**src/rtl/tmds_encoder_pipe.sv**
```systemverilog
// tmds_encoder_pipe
// Pipelined multi-lane TMDS (DVI 8b/10b) encoder. Each lane has a registered
// transition-minimisation stage followed by a registered DC-balance stage
// that owns its own running-disparity counter. Control periods (de=0) emit
// the four DVI control tokens and clear that lane's disparity.
//
// Ports:
//   clk        pixel clock, rising edge
//   rst        asynchronous active-high reset
//   s_rst      synchronous clear, same effect as rst
//   valid_in   input word qualifier
//   de_in      data enable shared by all lanes (1 = video, 0 = control)
//   data_in    lane k pixel byte at [8k+7:8k]
//   ctrl_in    lane k control pair {C1,C0} at [2k+1:2k]
//   sym_out    lane k 10-bit symbol at [10k+9:10k], held across bubbles
//   valid_out  sym_out qualifier, two clocks after valid_in
module tmds_encoder_pipe #(
  parameter int NUM_CH = 3
) (
  input  logic                  clk,
  input  logic                  rst,
  input  logic                  s_rst,
  input  logic                  valid_in,
  input  logic                  de_in,
  input  logic [8*NUM_CH-1:0]   data_in,
  input  logic [2*NUM_CH-1:0]   ctrl_in,
  output logic [10*NUM_CH-1:0]  sym_out,
  output logic                  valid_out
);

  // Number of ones in a byte.
  function automatic logic [3:0] popcnt8(input logic [7:0] v);
    logic [3:0] s;
    s = 4'd0;
    for (int i = 0; i < 8; i++) begin
      s = s + {3'b000, v[i]};
    end
    return s;
  endfunction

  // Transition-minimised 9-bit word; bit 8 = 1 marks the XOR form.
  function automatic logic [8:0] tm_word(input logic [7:0] d);
    logic [3:0] n1;
    logic       use_xnor;
    logic [8:0] q;
    n1       = popcnt8(d);
    use_xnor = (n1 > 4'd4) || ((n1 == 4'd4) && (d[0] == 1'b0));
    q        = 9'd0;
    q[0]     = d[0];
    for (int i = 1; i < 8; i++) begin
      q[i] = use_xnor ? ~(q[i-1] ^ d[i]) : (q[i-1] ^ d[i]);
    end
    q[8] = ~use_xnor;
    return q;
  endfunction

  logic [NUM_CH-1:0][8:0] r_q1;
  logic [2*NUM_CH-1:0]    r_ctrl1;
  logic                   r_de1;
  logic                   r_v1;
  logic                   r_vout;

  // Stage 1: transition minimisation, registered with de/ctrl/valid.
  always_ff @(posedge clk or posedge rst) begin
    if (rst) begin
      r_q1    <= '0;
      r_ctrl1 <= '0;
      r_de1   <= 1'b0;
      r_v1    <= 1'b0;
    end else if (s_rst) begin
      r_q1    <= '0;
      r_ctrl1 <= '0;
      r_de1   <= 1'b0;
      r_v1    <= 1'b0;
    end else begin
      for (int k = 0; k < NUM_CH; k++) begin
        r_q1[k] <= tm_word(data_in[8*k +: 8]);
      end
      r_ctrl1 <= ctrl_in;
      r_de1   <= de_in;
      r_v1    <= valid_in;
    end
  end

  // Output qualifier follows the stage-1 valid.
  always_ff @(posedge clk or posedge rst) begin
    if (rst) begin
      r_vout <= 1'b0;
    end else if (s_rst) begin
      r_vout <= 1'b0;
    end else begin
      r_vout <= r_v1;
    end
  end

  assign valid_out = r_vout;

  for (genvar k = 0; k < NUM_CH; k++) begin : g_lane
    logic signed [5:0] r_cnt;
    logic [9:0]        r_sym;
    logic [9:0]        w_sym;
    logic signed [5:0] w_delta;
    logic [3:0]        w_n1;
    logic [3:0]        w_n0;
    logic signed [5:0] w_d10;
    logic              w_q8;
    logic              w_inv;
    logic [7:0]        w_q;

    // Stage 2: DC-balance decision and disparity delta for this lane.
    always_comb begin
      w_q     = r_q1[k][7:0];
      w_q8    = r_q1[k][8];
      w_n1    = popcnt8(w_q);
      w_n0    = 4'd8 - w_n1;
      // Popcounts are zero-extended so the subtraction is done signed.
      w_d10   = $signed({2'b00, w_n1}) - $signed({2'b00, w_n0});
      w_inv   = 1'b0;
      w_delta = 6'sd0;
      w_sym   = 10'd0;
      if (r_de1) begin
        if ((r_cnt == 6'sd0) || (w_n1 == w_n0)) begin
          w_inv   = ~w_q8;
          w_delta = w_q8 ? w_d10 : -w_d10;
        end else if (((r_cnt > 6'sd0) && (w_n1 > w_n0)) ||
                     ((r_cnt < 6'sd0) && (w_n0 > w_n1))) begin
          w_inv   = 1'b1;
          w_delta = $signed({4'b0000, w_q8, 1'b0}) - w_d10;
        end else begin
          w_inv   = 1'b0;
          w_delta = w_d10 - $signed({4'b0000, ~w_q8, 1'b0});
        end
        w_sym = {w_inv, w_q8, (w_inv ? ~w_q : w_q)};
      end else begin
        case (r_ctrl1[2*k +: 2])
          2'b00:   w_sym = 10'b1101010100;
          2'b01:   w_sym = 10'b0010101011;
          2'b10:   w_sym = 10'b0101010100;
          2'b11:   w_sym = 10'b1010101011;
          default: w_sym = 10'b1101010100;
        endcase
      end
    end

    // Symbol and disparity registers; both hold across bubbles.
    always_ff @(posedge clk or posedge rst) begin
      if (rst) begin
        r_sym <= 10'd0;
        r_cnt <= 6'sd0;
      end else if (s_rst) begin
        r_sym <= 10'd0;
        r_cnt <= 6'sd0;
      end else if (r_v1) begin
        r_sym <= w_sym;
        r_cnt <= r_de1 ? (r_cnt + w_delta) : 6'sd0;
      end else begin
        r_sym <= r_sym;
        r_cnt <= r_cnt;
      end
    end

    assign sym_out[10*k +: 10] = r_sym;
  end

endmodule

```
**config.mk**
```make
export PLATFORM = sky130hd
export DESIGN_NAME = tmds_encoder_pipe
export DESIGN_NICKNAME = d
export VERILOG_FILES = /design/src/rtl/tmds_encoder_pipe.sv
export SDC_FILE = /design/constraint.sdc
export NUM_CORES = 1
export LEC_CHECK = 0
export ABC_CLOCK_PERIOD_IN_PS = 9840
export CAP_MARGIN = 25
export CORE_UTILIZATION = 25
export CTS_CLUSTER_DIAMETER = 30
export DETAILED_ROUTE_END_ITERATION = 6
export PLACE_DENSITY = 0.53
export SKIP_CTS_REPAIR_TIMING = 1
export SLEW_MARGIN = 15
export SYNTH_ARGS = -nofsm -noshare
export SYNTH_HDL_FRONTEND = slang
export SYNTH_SLANG_ARGS = --single-unit
export TNS_END_PERCENT = 50
```
**constraint.sdc**
```tcl
create_clock -name clk -period 9.84 [get_ports clk]
set_clock_uncertainty 0.2 [all_clocks]
set_input_delay 2.46 -clock clk [delete_from_list [all_inputs] [get_ports clk]]
set_output_delay 2.46 -clock clk [all_outputs]
set_load 0.1 [all_outputs]
```
==> flow_summary.yaml <==
sta:
  slew_viol_final: 0
  fmax_mhz: 156
  grt_setup_unrepaired: "false"
  fin_crit_ns: 6.42
  hold_viol: 0
  finalCritPeriodShare_pct: 65.3
  setup_violations: 0
  setup_slack_ns: 3.42
  tightest_slew_ns: 1.06
  slew_headroom_pct: 28.8
  final.setup.tns_ns: 0
drt:
  dr.pass1.iters: 4
  viasPerCell: 4.39
  wirelength_um: 14500
  vias: 4979
  wl_per_cell_um: 12.8
  first_iter_violations: 178
  ant_nets: 0
  drc: 0
logic_synthesis:
  synth_nets: 863
  yosysWarnings: 0
  async_flop_share_pct: 100
  synth_area_um2: 6850
  synth_edf_count: 0
  ys_seq_elements: 84
  ys.flop_type: "dfrtp_1"
  postSynthCellCount: 735
  ys_seq_area_share_pct: 30.7
  syn_avg_cell_area_um2: 9.31
  ys_types: 66
layout:
  diodes: 0
  fillers: 2889
  layout.nets: 916
  fin_cells: 1134
  drive_gt1_share_pct: 5.04
  syn_to_final_growth_pct: 18.6
  final_util_pct: 30.2
die:
  core_um2: 26900
  dieArea_um2: 28000
  rows: 60
  io_pins: 66
  die_h_um: 167
  die_x_um: 167
  start_util_pct: 25.5
critical_path:
  required_ns: 9.91
  crit_chain: "inv_1 > fa_1 > fa_1 > fa_1 > inv_1 > ha_1 > fa_1 > xnor2_1 > inv_1 > ha_1 > nor2b_1 > mux2i_1 > o2bb2ai_1 > o21ai_0 > xnor2_1 > and2_1 > ha_1 > a21o_1 > a21oi_1 > xnor2_1 > a21oi_1 > o22ai_1"
  crit_family: "adder cells"
  cp-end-kind: "flip-flop"
  arrival_ns: 6.50
  cpMostUsedCell: "fa_1"
  critPathMaxFanout: 11
  cp_slowest_cell: "o2bb2ai_1"
  start_kind: "flip-flop"
  crit_buf_inv: 3
  worstSetupPathType: "flip-flop to flip-flop"
  critPathMaxStageDelay_ns: 0.73
placement:
  place_inst: 1118
  port_buffers: 65
  routabilityCongestion: 0.800
  dp_hpwl_um: 11200
  post-place-ws_ns: 3.06
global_route:
  grt_pass1_vias: 4997
  grt_pass1_wl_um: 24900
  grt_max_degree: 54
  antenna_found_initial: 0
  track_usage_pct: 10.9
  grt-ovfl-total: 0
clock_network:
  cts.path.max_buffers: 2
  clock_sinks: 84
  cts_tree: "built"
  htreeDepth: 3
  cts_inserted_buffers: 9
  clock-root-buffer: "clkbuf_16"
  clkSlewWorstSetupHoldPaths_ns: 0.07
  clock_latency_ns: 0.35
hold_path:
  hold_path.class: "flip-flop to flip-flop"
status:
  status: "complete, no violations"
run:
  drv_cap: 0
## worst reg2reg max path: stages, from the launching register on
cell       delay, ns
dfrtp_1         0.37
inv_1           0.07
fa_1            0.56
fa_1            0.43
fa_1            0.48
inv_1           0.04
ha_1            0.20
fa_1            0.44
xnor2_1         0.38
inv_1           0.17
ha_1            0.43
nor2b_1         0.14
mux2i_1         0.08
o2bb2ai_1       0.73
o21ai_0         0.25
xnor2_1         0.16
and2_1          0.15
ha_1            0.31
a21o_1          0.19
a21oi_1         0.18
xnor2_1         0.16
a21oi_1         0.09
o22ai_1         0.14
## sequential cells by signal (all words and copies together), names as in the netlist
signal	cells
r_ctrl1	6
g_lane.r_sym	30
g_lane.w_q8	3
valid_out	1
r_v1	1
g_lane.r_cnt	18
g_lane.w_q	24
r_de1	1
## per-layer routing
metal	global-route usage, %	routed length (µm)
met5	0	0
met4	4.31	263
met3	1.68	299
met2	18.2	6940
met1	14.2	7050
## synth_stat cells, drive strengths merged (2+ instances only)
master / count / share of area, %
a211o: 2 / 0.26
a211oi: 7 / 0.77
a21o: 31 / 3.4
a21oi: 49 / 3.6
a22o: 15 / 1.9
a22oi: 2 / 0.22
a31oi: 4 / 0.37
a32oi: 2 / 0.26
and2: 9 / 0.86
and3: 3 / 0.35
buf: 10 / 1.2
clkbuf: 17 / 1.0
dfrtp: 84 / 31
fa: 27 / 7.9
ha: 66 / 12
inv: 104 / 5.7
mux2i: 13 / 2.3
nand2: 40 / 2.2
nand2b: 5 / 0.46
nand3: 6 / 0.44
nand3b: 3 / 0.33
nor2: 51 / 3.0
nor2b: 25 / 2.3
nor3: 10 / 0.73
nor3b: 3 / 0.33
nor4: 4 / 0.37
o211a: 2 / 0.29
o211ai: 5 / 0.55
o21a: 3 / 0.33
o21ai: 19 / 1.4
o22a: 3 / 0.38
o22ai: 2 / 0.18
o2bb2ai: 2 / 0.35
o311ai: 2 / 0.26
o31a: 5 / 0.66
o31ai: 4 / 0.44
or2: 3 / 0.27
or3: 3 / 0.27
xnor2: 57 / 7.3
xor2: 21 / 2.7
## stage by stage
stage / hold slack (ns) / cell area (µm²)
floorplan: 0.265 / 6850
global placement: 0.262 / 7810
detailed placement: 0.269 / 7810
CTS: 0.284 / 8120
global route: 0.292 / 8120
finish: 0.279 / 8120
## worst paths after layout
kind | start | to | slack, ns | cells after the start
max | g_lane[1].w_q[0] | g_lane[1].r_cnt[5] | 3.42 | 22
min | g_lane[2].r_sym[7] | g_lane[2].r_sym[7] | 0.28 | 1
max reg2reg | g_lane[1].w_q[0] | g_lane[1].r_cnt[5] | 3.42 | 22
min reg2reg | g_lane[2].r_sym[7] | g_lane[2].r_sym[7] | 0.28 | 1
max in group asynchronous | rst | g_lane[0].w_q[3] | 6.03 | 3
min in group asynchronous | rst | g_lane[2].r_sym[2] | 2.34 | 2
## cell type report
| cell class | count | area [µm²] | area share [%] |
|---|---|---|---|
| Inverter | 104 | 392 | 4.83 |
| Clock buffer | 10 | 239 | 2.94 |
| Clock inverter | 6 | 71.3 | 0.879 |
| Multi-Input combinational cell | 519 | 4200 | 51.7 |
| Tap cell | 341 | 427 | 5.26 |
| Sequential cell | 84 | 2100 | 25.9 |
| Timing Repair Buffer | 70 | 688 | 8.48 |
## cells in the final DEF, fill, tap and decap left out, types with 7 or more instances in the layout
master and instances:
o21ai_0 19, nand2_1 40, fa_1 27, a211oi_1 7, nor2b_1 25, clkdlybuf4s50_1 65
and2_1 8, xor2_1 21, a21oi_1 49, ha_1 66, inv_1 101, mux2i_1 10
clkbuf_16 9, nor2_1 48, xnor2_1 57, a21o_1 30, nor3_1 10, a22o_1 15
dfrtp_1 84
## logic make-up after synthesis
| logic type | Yosys count | synth area share [%] |
|---|---|---|
| fa+ha+maj | 93 | 20.0 |
| xor+xnor | 78 | 9.98 |
| simple gates | 169 | 12.4 |
| flops | 84 | 30.7 |
| mux | 13 | 2.32 |
| compound gates | 166 | 16.5 |
| buf+inv | 132 | 8.04 |
Power is left out: the tool's default activity adds up to more than one toggle a clock period on the data nets, which glitch-free logic cannot reach.
